**src/rtl/mc_pkg.sv**
```systemverilog
// Shared encodings for the multicycle ARM-subset sequencer.
// The state type and constants are used by the controller and the condition unit.
package mc_pkg;

  typedef logic [3:0] mc_state_t;

  localparam mc_state_t S_FETCH  = 4'd0;
  localparam mc_state_t S_DECODE = 4'd1;
  localparam mc_state_t S_MEMADR = 4'd2;
  localparam mc_state_t S_MEMRD  = 4'd3;
  localparam mc_state_t S_MEMWB  = 4'd4;
  localparam mc_state_t S_MEMWR  = 4'd5;
  localparam mc_state_t S_EXECR  = 4'd6;
  localparam mc_state_t S_EXECI  = 4'd7;
  localparam mc_state_t S_ALUWB  = 4'd8;
  localparam mc_state_t S_BRANCH = 4'd9;

  localparam logic [2:0] ALU_ADD = 3'b000;
  localparam logic [2:0] ALU_SUB = 3'b001;
  localparam logic [2:0] ALU_AND = 3'b010;
  localparam logic [2:0] ALU_ORR = 3'b011;
  localparam logic [2:0] ALU_MUL = 3'b100;
  localparam logic [2:0] ALU_MOV = 3'b101;

  localparam logic [1:0] OP_DP  = 2'b00;
  localparam logic [1:0] OP_MEM = 2'b01;
  localparam logic [1:0] OP_BR  = 2'b10;

  localparam logic [3:0] CMD_AND = 4'b0000;
  localparam logic [3:0] CMD_SUB = 4'b0010;
  localparam logic [3:0] CMD_ADD = 4'b0100;
  localparam logic [3:0] CMD_CMP = 4'b1010;
  localparam logic [3:0] CMD_ORR = 4'b1100;
  localparam logic [3:0] CMD_MOV = 4'b1101;

  localparam logic [3:0] MUL_PATTERN = 4'b1001;

  localparam logic [3:0] COND_EQ = 4'b0000;
  localparam logic [3:0] COND_NE = 4'b0001;
  localparam logic [3:0] COND_CS = 4'b0010;
  localparam logic [3:0] COND_CC = 4'b0011;
  localparam logic [3:0] COND_MI = 4'b0100;
  localparam logic [3:0] COND_PL = 4'b0101;
  localparam logic [3:0] COND_VS = 4'b0110;
  localparam logic [3:0] COND_VC = 4'b0111;
  localparam logic [3:0] COND_HI = 4'b1000;
  localparam logic [3:0] COND_LS = 4'b1001;
  localparam logic [3:0] COND_GE = 4'b1010;
  localparam logic [3:0] COND_LT = 4'b1011;
  localparam logic [3:0] COND_GT = 4'b1100;
  localparam logic [3:0] COND_LE = 4'b1101;
  localparam logic [3:0] COND_AL = 4'b1110;

  localparam logic [1:0] SRCA_RN    = 2'b00;
  localparam logic [1:0] SRCA_PC    = 2'b01;
  localparam logic [1:0] SRCB_RM    = 2'b00;
  localparam logic [1:0] SRCB_IMM   = 2'b01;
  localparam logic [1:0] SRCB_FOUR  = 2'b10;
  localparam logic [1:0] RES_ALUOUT = 2'b00;
  localparam logic [1:0] RES_RDATA  = 2'b01;
  localparam logic [1:0] RES_ALU    = 2'b10;

endpackage

```
**src/rtl/mc_if.sv**
```systemverilog
// Bundle between the sequencer (master) and the datapath / instruction register (slave).
interface mc_if;

  logic [31:0] Instr;
  logic [3:0]  ALUFlags;
  logic        MemReady;
  logic        MemReq;
  logic        MemWrite;
  logic        IRWrite;
  logic        PCWrite;
  logic        RegWrite;
  logic        AdrSrc;
  logic [1:0]  ALUSrcA;
  logic [1:0]  ALUSrcB;
  logic [1:0]  ResultSrc;
  logic [1:0]  ImmSrc;
  logic [1:0]  RegSrc;
  logic [2:0]  ALUControl;
  logic [3:0]  Flags;
  logic        Illegal;

  modport master (
    input  Instr, ALUFlags, MemReady,
    output MemReq, MemWrite, IRWrite, PCWrite, RegWrite, AdrSrc,
           ALUSrcA, ALUSrcB, ResultSrc, ImmSrc, RegSrc, ALUControl, Flags, Illegal
  );

  modport slave (
    output Instr, ALUFlags, MemReady,
    input  MemReq, MemWrite, IRWrite, PCWrite, RegWrite, AdrSrc,
           ALUSrcA, ALUSrcB, ResultSrc, ImmSrc, RegSrc, ALUControl, Flags, Illegal
  );

endinterface

```
**src/rtl/mc_cond_unit.sv**
```systemverilog
// Condition-flag register with separate NZ / CV write enables, plus the
// combinational evaluator of the 4-bit condition field against the stored flags.
module cond_unit
  import mc_pkg::*;
(
  input  logic       clk,
  input  logic       reset,
  input  logic [3:0] i_aluFlags,
  input  logic [1:0] i_flagW,
  input  logic [3:0] i_cond,
  output logic [3:0] o_flags,
  output logic       o_condOk
);

  logic [3:0] r_flags;
  logic       w_n, w_z, w_c, w_v;
  logic       w_ge;

  assign {w_n, w_z, w_c, w_v} = r_flags;
  assign w_ge    = (w_n == w_v);
  assign o_flags = r_flags;

  // i_flagW[1] writes N,Z; i_flagW[0] writes C,V
  always_ff @(posedge clk or negedge reset) begin
    if (!reset) begin
      r_flags <= 4'b0000;
    end else begin
      if (i_flagW[1]) r_flags[3:2] <= i_aluFlags[3:2];
      if (i_flagW[0]) r_flags[1:0] <= i_aluFlags[1:0];
    end
  end

  always_comb begin
    o_condOk = 1'b0;
    case (i_cond)
      COND_EQ: o_condOk = w_z;
      COND_NE: o_condOk = ~w_z;
      COND_CS: o_condOk = w_c;
      COND_CC: o_condOk = ~w_c;
      COND_MI: o_condOk = w_n;
      COND_PL: o_condOk = ~w_n;
      COND_VS: o_condOk = w_v;
      COND_VC: o_condOk = ~w_v;
      COND_HI: o_condOk = w_c & ~w_z;
      COND_LS: o_condOk = ~w_c | w_z;
      COND_GE: o_condOk = w_ge;
      COND_LT: o_condOk = ~w_ge;
      COND_GT: o_condOk = ~w_z & w_ge;
      COND_LE: o_condOk = w_z | ~w_ge;
      COND_AL: o_condOk = 1'b1;
      default: o_condOk = 1'b0;
    endcase
  end

endmodule

```
**src/rtl/mc_controller.sv**
```systemverilog
// Multicycle sequencer: steps the shared datapath through fetch/decode/execute/
// memory/writeback, decodes the ALU command and owns the condition flags.
module mc_controller
  import mc_pkg::*;
(
  input  logic  clk,
  input  logic  reset,
  mc_if.master  bus
);

  mc_state_t  r_state;
  mc_state_t  w_nextState;
  logic       r_condOk;
  logic       w_condEval;
  logic [3:0] w_flags;
  logic [1:0] w_flagW;

  logic [1:0] w_op;
  logic [5:0] w_funct;
  logic [3:0] w_cmd;
  logic       w_rdIsPc;
  logic       w_isMul;

  logic [2:0] w_aluCtrl;
  logic       w_noWrite;
  logic       w_cmdLegal;
  logic       w_arith;

  logic       w_memReq, w_memWrite, w_irWrite, w_pcWrite, w_regWrite, w_illegal;
  logic       w_adrSrc;
  logic [1:0] w_aluSrcA, w_aluSrcB, w_resultSrc, w_immSrc, w_regSrc;
  logic [2:0] w_aluControl;

  assign w_op     = bus.Instr[27:26];
  assign w_funct  = bus.Instr[25:20];
  assign w_cmd    = w_funct[4:1];
  assign w_rdIsPc = (bus.Instr[15:12] == 4'b1111);
  assign w_isMul  = (bus.Instr[7:4] == MUL_PATTERN);

  cond_unit u_condUnit (
    .clk        (clk),
    .reset      (reset),
    .i_aluFlags (bus.ALUFlags),
    .i_flagW    (w_flagW),
    .i_cond     (bus.Instr[31:28]),
    .o_flags    (w_flags),
    .o_condOk   (w_condEval)
  );

  // cond_ok is captured once in DECODE so later flag writes cannot change the verdict
  always_ff @(posedge clk or negedge reset) begin
    if (!reset) begin
      r_state  <= S_FETCH;
      r_condOk <= 1'b0;
    end else begin
      r_state <= w_nextState;
      if (r_state == S_DECODE) r_condOk <= w_condEval;
    end
  end

  always_comb begin
    w_aluCtrl  = ALU_ADD;
    w_noWrite  = 1'b0;
    w_cmdLegal = 1'b1;
    w_arith    = 1'b0;
    case (w_cmd)
      CMD_ADD: begin w_aluCtrl = ALU_ADD; w_arith = 1'b1; end
      CMD_SUB: begin w_aluCtrl = ALU_SUB; w_arith = 1'b1; end
      CMD_AND: w_aluCtrl = w_isMul ? ALU_MUL : ALU_AND;
      CMD_ORR: w_aluCtrl = ALU_ORR;
      CMD_MOV: w_aluCtrl = ALU_MOV;
      CMD_CMP: begin w_aluCtrl = ALU_SUB; w_arith = 1'b1; w_noWrite = 1'b1; end
      default: w_cmdLegal = 1'b0;
    endcase
  end

  always_comb begin
    w_immSrc = 2'b00;
    case (w_op)
      OP_MEM:  w_immSrc = 2'b01;
      OP_BR:   w_immSrc = 2'b10;
      default: w_immSrc = 2'b00;
    endcase
    w_regSrc = {(w_op == OP_MEM) & ~w_funct[0], (w_op == OP_BR)};
  end

  // Mux selects default to their FETCH values so reset and idle look identical
  always_comb begin
    w_nextState  = r_state;
    w_memReq     = 1'b0;
    w_memWrite   = 1'b0;
    w_irWrite    = 1'b0;
    w_pcWrite    = 1'b0;
    w_regWrite   = 1'b0;
    w_illegal    = 1'b0;
    w_adrSrc     = 1'b0;
    w_aluSrcA    = SRCA_PC;
    w_aluSrcB    = SRCB_FOUR;
    w_resultSrc  = RES_ALU;
    w_aluControl = ALU_ADD;
    w_flagW      = 2'b00;
    case (r_state)
      S_FETCH: begin
        w_memReq = 1'b1;
        if (bus.MemReady) begin
          w_irWrite   = 1'b1;
          w_pcWrite   = 1'b1;
          w_nextState = S_DECODE;
        end
      end
      S_DECODE: begin
        case (w_op)
          OP_DP:   w_nextState = w_funct[5] ? S_EXECI : S_EXECR;
          OP_MEM:  w_nextState = S_MEMADR;
          OP_BR:   w_nextState = S_BRANCH;
          default: begin w_illegal = 1'b1; w_nextState = S_FETCH; end
        endcase
      end
      S_MEMADR: begin
        w_aluSrcA   = SRCA_RN;
        w_aluSrcB   = SRCB_IMM;
        w_nextState = w_funct[0] ? S_MEMRD : S_MEMWR;
      end
      S_MEMRD: begin
        w_adrSrc = 1'b1;
        w_memReq = 1'b1;
        if (bus.MemReady) w_nextState = S_MEMWB;
      end
      S_MEMWB: begin
        w_resultSrc = RES_RDATA;
        w_regWrite  = r_condOk;
        w_nextState = S_FETCH;
      end
      S_MEMWR: begin
        w_adrSrc   = 1'b1;
        w_memReq   = 1'b1;
        w_memWrite = r_condOk;
        if (bus.MemReady) w_nextState = S_FETCH;
      end
      S_EXECR, S_EXECI: begin
        w_aluSrcA    = SRCA_RN;
        w_aluSrcB    = (r_state == S_EXECI) ? SRCB_IMM : SRCB_RM;
        w_aluControl = w_aluCtrl;
        if (!w_cmdLegal) begin
          w_illegal   = 1'b1;
          w_nextState = S_FETCH;
        end else begin
          w_flagW     = {w_funct[0] & r_condOk, w_funct[0] & r_condOk & w_arith};
          w_nextState = S_ALUWB;
        end
      end
      S_ALUWB: begin
        w_resultSrc = RES_ALUOUT;
        w_regWrite  = r_condOk & ~w_noWrite;
        w_pcWrite   = r_condOk & ~w_noWrite & w_rdIsPc;
        w_nextState = S_FETCH;
      end
      S_BRANCH: begin
        w_aluSrcA   = SRCA_RN;
        w_aluSrcB   = SRCB_IMM;
        w_resultSrc = RES_ALU;
        w_pcWrite   = r_condOk;
        w_nextState = S_FETCH;
      end
      default: w_nextState = S_FETCH;
    endcase
  end

  assign bus.MemReq     = reset & w_memReq;
  assign bus.MemWrite   = reset & w_memWrite;
  assign bus.IRWrite    = reset & w_irWrite;
  assign bus.PCWrite    = reset & w_pcWrite;
  assign bus.RegWrite   = reset & w_regWrite;
  assign bus.Illegal    = reset & w_illegal;
  assign bus.AdrSrc     = w_adrSrc;
  assign bus.ALUSrcA    = w_aluSrcA;
  assign bus.ALUSrcB    = w_aluSrcB;
  assign bus.ResultSrc  = w_resultSrc;
  assign bus.ImmSrc     = w_immSrc;
  assign bus.RegSrc     = w_regSrc;
  assign bus.ALUControl = w_aluControl;
  assign bus.Flags      = w_flags;

endmodule

```
**src/flat_wrapper.sv**
```systemverilog
// flat-port wrapper written by rule: the top's interface ports become plain ports
module mc_controller_flat import mc_pkg::*;
  (clk, reset, bus_Instr, bus_ALUFlags, bus_MemReady, bus_MemReq, bus_MemWrite, bus_IRWrite, bus_PCWrite, bus_RegWrite, bus_AdrSrc, bus_ALUSrcA, bus_ALUSrcB, bus_ResultSrc, bus_ImmSrc, bus_RegSrc, bus_ALUControl, bus_Flags, bus_Illegal);
  mc_if bus_i ();
  input  logic clk;
  input  logic reset;
  input wire logic [$bits(bus_i.Instr)-1:0] bus_Instr;
  input wire logic [$bits(bus_i.ALUFlags)-1:0] bus_ALUFlags;
  input wire logic [$bits(bus_i.MemReady)-1:0] bus_MemReady;
  output wire logic [$bits(bus_i.MemReq)-1:0] bus_MemReq;
  output wire logic [$bits(bus_i.MemWrite)-1:0] bus_MemWrite;
  output wire logic [$bits(bus_i.IRWrite)-1:0] bus_IRWrite;
  output wire logic [$bits(bus_i.PCWrite)-1:0] bus_PCWrite;
  output wire logic [$bits(bus_i.RegWrite)-1:0] bus_RegWrite;
  output wire logic [$bits(bus_i.AdrSrc)-1:0] bus_AdrSrc;
  output wire logic [$bits(bus_i.ALUSrcA)-1:0] bus_ALUSrcA;
  output wire logic [$bits(bus_i.ALUSrcB)-1:0] bus_ALUSrcB;
  output wire logic [$bits(bus_i.ResultSrc)-1:0] bus_ResultSrc;
  output wire logic [$bits(bus_i.ImmSrc)-1:0] bus_ImmSrc;
  output wire logic [$bits(bus_i.RegSrc)-1:0] bus_RegSrc;
  output wire logic [$bits(bus_i.ALUControl)-1:0] bus_ALUControl;
  output wire logic [$bits(bus_i.Flags)-1:0] bus_Flags;
  output wire logic [$bits(bus_i.Illegal)-1:0] bus_Illegal;
  assign bus_i.Instr = bus_Instr;
  assign bus_i.ALUFlags = bus_ALUFlags;
  assign bus_i.MemReady = bus_MemReady;
  assign bus_MemReq = bus_i.MemReq;
  assign bus_MemWrite = bus_i.MemWrite;
  assign bus_IRWrite = bus_i.IRWrite;
  assign bus_PCWrite = bus_i.PCWrite;
  assign bus_RegWrite = bus_i.RegWrite;
  assign bus_AdrSrc = bus_i.AdrSrc;
  assign bus_ALUSrcA = bus_i.ALUSrcA;
  assign bus_ALUSrcB = bus_i.ALUSrcB;
  assign bus_ResultSrc = bus_i.ResultSrc;
  assign bus_ImmSrc = bus_i.ImmSrc;
  assign bus_RegSrc = bus_i.RegSrc;
  assign bus_ALUControl = bus_i.ALUControl;
  assign bus_Flags = bus_i.Flags;
  assign bus_Illegal = bus_i.Illegal;
  mc_controller u_core (.clk(clk), .reset(reset), .bus(bus_i));
endmodule
```
**config.mk**
```make
export PLATFORM = sky130hd
export DESIGN_NAME = mc_controller_flat
export DESIGN_NICKNAME = d
export VERILOG_FILES = /design/src/rtl/mc_pkg.sv /design/src/rtl/mc_if.sv /design/src/rtl/mc_cond_unit.sv /design/src/rtl/mc_controller.sv /design/src/flat_wrapper.sv
export SDC_FILE = /design/constraint.sdc
export NUM_CORES = 1
export LEC_CHECK = 0
export CAP_MARGIN = 20
export CORE_UTILIZATION = 39
export CTS_BUF_LIST = sky130_fd_sc_hd__clkbuf_2 sky130_fd_sc_hd__clkbuf_4 sky130_fd_sc_hd__clkbuf_8
export DETAILED_ROUTE_END_ITERATION = 8
export GPL_TIMING_DRIVEN = 0
export PLACE_DENSITY = 0.82
export RECOVER_POWER = 100
export SLEW_MARGIN = 20
export SYNTH_ARGS = -nofsm -noshare
export SYNTH_HDL_FRONTEND = slang
export SYNTH_SLANG_ARGS = --single-unit
```
**constraint.sdc**
```tcl
create_clock -name clk -period 1.9 [get_ports clk]
set_input_delay 0.19 -clock clk [delete_from_list [all_inputs] [get_ports clk]]
set_output_delay 0.19 -clock clk [all_outputs]
set_load 0.01 [all_outputs]
```
# After elaboration in Yosys (flattened, before gate mapping)
# Cells that the tools add are included.
[totals] ff_bits=9 latchBits=0 mem_bits_rw=0 romBits=0 input_bits=39 wordCells=108 n_memories=0
[classes] addsub=0 mul=0 div=0 n_lt_le_gt_ge=0 eq_ne=36 n_shift=0 muxes=32 bitwise=22 reduce_logical=14
[ops] cell="$eq A4 B4 Y1 const B" count=14
[ops] cell="$eq A4 B3 Y1 const B" count=9
[ops] cell="$pmux W4 S6" count=1
[ops] cell="$eq A4 B2 Y1 const B" count=5
[ops] cell="$mux W4" count=4
[ops] cell="$pmux W1 S15" count=1
[ops] cell="$and A1 B1 Y1" count=13
[ops] cell="$mux W1" count=13
[ops] cell="$logic_not A4 Y1" count=3
[ops] cell="$pmux W2 S2" count=3
[ops] cell="$pmux W3 S4" count=1
[ops] cell="$pmux W4 S3" count=1
[ops] cell="$mux W3" count=3
[ops] cell="$reduce_or A3 Y1" count=3
[ops] cell="$eq A4 B1 Y1 const B" count=2
[ops] cell="$reduce_or A2 Y1" count=4
[ops] cell="$not A1 Y1" count=7
[ops] cell="$ne A2 B2 Y1 const B" count=3
[ops] cell="$reduce_or A6 Y1" count=1
[ops] cell="$mux W2" count=2
[ops] cell="$pmux W1 S2" count=2
[ops] cell="$reduce_or A4 Y1" count=1
[ops] cell="$pmux W1 S3" count=1
[ops] cell="$reduce_and A3 Y1" count=1
[ops] cell="other kinds (5)" count=6

# Depth between registers and ports, before layout
[depth] ltp_word=7 depth_mapped=5 depth_no_buf=4

# Cells and area by module
# From an unflattened synthesis, not the netlist that was laid out.
[hier_totals] hier_cells=135 hier_area_um2=1026.0
[by_module_without_submodules] mod="mc_controller" instances=1 cells_each=99 area_each_um2=684.4 seq_area_each_um2=125.1
[by_module_without_submodules] mod="cond_unit" instances=1 cells_each=36 area_each_um2=341.6 seq_area_each_um2=100.1

# Worst setup path after synthesis
# OpenSTA, ideal clock, no wires.
[synth_timing] path_type="register to register" from="register u_core.r_state[3]" to="register u_core.u_condUnit.r_flags[0], in the netlist u_core.u_condUnit.o_flags[0]" setup_ns=0.128 arrival_time_ns=1.339 setup_slack_ns=0.434 path_stages_with_launch=5 path_buffers=0 period_less_slack_ns=1.466 cell_sequence="dfrtp_1 > and2b_2 > nand2_4 > nor4b_4 > mux2_1"
[synth_between] elab_chain_len=3
[synth_rtl] item="start: declaration" line="mc_controller.sv:11" rtl="mc_state_t r_state;"
[synth_rtl] item="start signal: assignment" line="mc_controller.sv:56" rtl="r_state <= w_nextState;"
[synth_rtl] item="$eq A4 B3 Y1" line="mc_controller.sv:102" rtl="case (r_state)"
[synth_rtl] item="$reduce_or A2 Y1 *" line="mc_controller.sv:102"
[synth_rtl] item="$mux W2 *" line="mc_controller.sv:102"
[synth_rtl] item="end signal: assignment" line="mc_cond_unit.sv:29" rtl="if (i_flagW[0]) r_flags[1:0] <= i_aluFlags[1:0];"
[synth_rtl] item="end: declaration" line="mc_cond_unit.sv:15" rtl="logic [3:0] r_flags;"
# Every way passes the cells marked *; elsewhere a longest branch is shown, timed or not.
# A chain may end at the register's enable or synchronous reset.

# Final worst setup path
[layout_timing] from="register u_core.r_state[1]" to="output port bus_Illegal"
[layout_between] elab_chain_len=4
[layout_rtl] item="$eq A4 B3 Y1" line="mc_controller.sv:102"
[layout_rtl] item="$reduce_or A2 Y1" line="mc_controller.sv:102"
[layout_rtl] item="$pmux W1 S2 *" line="mc_controller.sv:102"
[layout_rtl] item="$and A1 B1 Y1 *" line="mc_controller.sv:174" rtl="assign bus.Illegal = reset & w_illegal;"
[layout_rtl] item="end: declaration" line="flat_wrapper.sv:23" rtl="output wire logic [$bits(bus_i.Illegal)-1:0] bus_Illegal;"
# Marked as above.

==> impl_metrics.toml <==
[logic_synthesis]
mappedNetlistArea_um2 = 1100
synth-main-ff-cell = "dfrtp_1"
synth_edf_count = 0
syn_area_per_cell_um2 = 7.96
synth-seq-cells = 9
synth_top_area_share_pct = 20.5
synth_area_leaders = "dfrtp_1 21%, a21oi_1 5.5%, nand2b_1 4.6%"
yosysTopAreaCell = "dfrtp_1"
async_flop_share_pct = 100
syn_nets = 177
ys_types = 54
syn_inst = 138
ys_seq_area_share_pct = 20.5
ys_warn_count = 0

[floorplan]
fp-row-count = 18
start_util_pct = 42.8
core_um2 = 2570
die_h_um = 55.1
ios = 63
die_w_um = 55.1
die-area_um2 = 3030

[layout]
diodes = 0
layout_common_cells = "22 x clkdlybuf4s50_1, 14 x dlygate4sd2_1, 13 x nor2_1, 12 x a21oi_1"
final_common_cell = "clkdlybuf4s50_1"
syn_to_final_growth_pct = 50.6
drive_above_1_share_pct = 16.5
final-instance-count-excl-fill = 224
fin_util_pct = 64.4
fin_nets = 234

[routing]
dr.pass1.iters = 4
drtIter0Drc = 23
routed_wl_um = 3380
drtAntennaViolNets = 0
num_vias = 1321
via_per_inst = 5.90
wire_per_inst_um = 15.1
drc = 0

[worst_setup_path]
crit_arrival_ps = 1650
cp-end-kind = "output port"
cp-start-kind = "flip-flop"
path_class = "flip-flop to output port"
cp_data_required_time_ps = 1710
critPathMaxFanout = 8

[clock_network]
clk_path_buf_depth = 2
ctsHtreeMaxLevel = 1
cts_made_buffers = 3
insertion_delay_ps = 260
cts-root-buf = "clkbuf_4"
clk_pin_slew_ps = 70
cts_tree = "built"
clkSinkCount = 9

[worst_hold_path]
hold_path_class = "input port to async pin"

[pwr]
power_frac_clock_pct = 10.2
pwr-share-seq_pct = 22.0
intPower_uw = 896
ir_worst_vdd_v = 0.000682
comb_power_share_pct = 67.9
p_sw_share_pct = 44.4
power_density_nw_per_um2 = 975
p_sw_uw = 717
p_leak_nw = 0.743
total_power_mw = 1.61

[sta]
finalWorstSetupSlack_ps = 64.8
clock.fmax_mhz = 545
fin_setup_tns_ps = 0
setup_violations = 0
drv_slew = 0
rsz0062_at_grt = "no"
period_minus_slack_ps = 1840
fin_crit_sh_pct = 96.6
hold_viol_final = 0
tightest_slew_ps = 577
relSlewSlack_pct = 61.6
skew_ps = 2.57

[global_routing]
grt_pass1_vias = 1301
grt_use_total_pct = 24.9
antenna_found_initial = 0
grt_overflow_total = 0
grt_pass1_wl_um = 5480
grt_max_degree = 15

[place]
port_buffers = 48
place_ws_ps = -526
place.detailed.hpwl_um = 2560
gp_congestion = 0.919
post-place-cells = 216

[flow_run]
cap_violations = 0

[run_status]
outcome = "complete, no violations"
-- layer usage --
| metal | routed length [um] | up-vias | track usage (%) |
|---|---|---|---|
| met2 | 1740 | 48 | 43.2 |
| met3 | 127 | 10 | 5.19 |
| met1 | 1430 | 642 | 29.1 |
| met5 | 0 | - | 0 |
| li1 | - | 621 | - |
| met4 | 79 | 0 | 11.7 |
-- path summary, 6_finish.rpt --
path                                                           from                                        to  slack, ps  cells past startpoint
max                                   u_core.r_state[1]$_DFFE_PN0P_                               bus_Illegal         60                      6
min in group clk                                      bus_Instr[26]             u_core.r_state[0]$_DFFE_PN0P_        470                      4
min                                                           reset  u_core.u_condUnit.o_flags[1]$_DFFE_PN0P_         30                      1
min reg2reg                u_core.u_condUnit.o_flags[1]$_DFFE_PN0P_  u_core.u_condUnit.o_flags[1]$_DFFE_PN0P_        580                      1
max reg2reg                           u_core.r_state[3]$_DFFE_PN0P_  u_core.u_condUnit.o_flags[1]$_DFFE_PN0P_        240                      4
max in group asynchronous                                     reset             u_core.r_state[2]$_DFFE_PN0P_       1450                      1
-- cell usage after synthesis, types with 2 or more instances --
library cell,instances
a21oi_1,12
buf_4,2
mux2_1,4
or3_1,2
nor2_1,13
buf_2,6
nor3_1,6
clkbuf_1,3
and2_1,2
a22oi_1,2
mux2i_1,4
nor4_1,2
and3b_1,2
nand3_1,4
nand2b_1,8
o21ai_0,2
xor2_1,2
dfrtp_1,9
nor2b_1,7
nand3b_1,2
xnor2_1,2
inv_1,2
nand2_1,4
nor3b_1,5
nand4b_1,2
-- cell families (layout without fill, tap and decap cells) --
logic type / after synthesis / after routing / share of synthesized area (%)
AND/OR/NAND/NOR: 73 / 73 / 43.7
AO/OA/AOI/OAI: 30 / 30 / 18.7
buffers and inverters: 13 / 69 / 5.81
flip-flops: 9 / 9 / 20.5
multiplexers: 8 / 8 / 7.74
XOR/XNOR: 4 / 4 / 3.19
other: 1 / 1 / 0.341
-- through the flow --
stage / hold WS (ps) / cell area (um2)
after floorplan: -106 / 1100
after global placement: 551 / 1620
after detailed placement: 576 / 1620
after CTS: 51.9 / 1690
after global routing: 80.4 / 1650
final: 34.9 / 1650
-- timing repair --
| item | in CTS | in global routing |
|---|---|---|
| pin swaps | 2 | 0 |
| buffers inserted | 4 | 0 |
| hold endpoints to repair | 0 | 0 |
| resized for setup | 34 | 9 |
| hold buffers | 0 | 0 |
| endpoints found under the setup margin | 15 | 6 |
-- area by class of cell --
class                   instances  area (um2)
plain buffers                  11        65.1
inverters                       2        7.51
multi-input cells             116         818
clock buffers                   4        30.0
flip-flops and latches          9         228
fillers                       221         913
repair buffers                 52         468
well taps                      30        37.5
-- flip-flops by register name, summed over array words and instances (netlist names) --
name and count:
u_core.r_state 4, u_core.u_condUnit.o_flags 4, u_core.r_condOk 1
-- power groups by stage --
stage	Sequential (mW)	Combinational (mW)	Clock (mW)
after floorplan	0.344	0.643	0
after global placement	0.354	1.03	0
after detailed placement	0.360	1.05	0
after CTS	0.357	1.14	0.168
after global routing	0.371	1.19	0.180
final	0.354	1.09	0.164
-- worst max-delay path, stage by stage (launching register included) --
cell and delay (ps):
dfrtp_1 360, buf_2 180, nand2b_4 180, nor3_2 250, and3_1 190, o21a_1 110
clkbuf_2 120
Power figures use the tool's default switching activity.
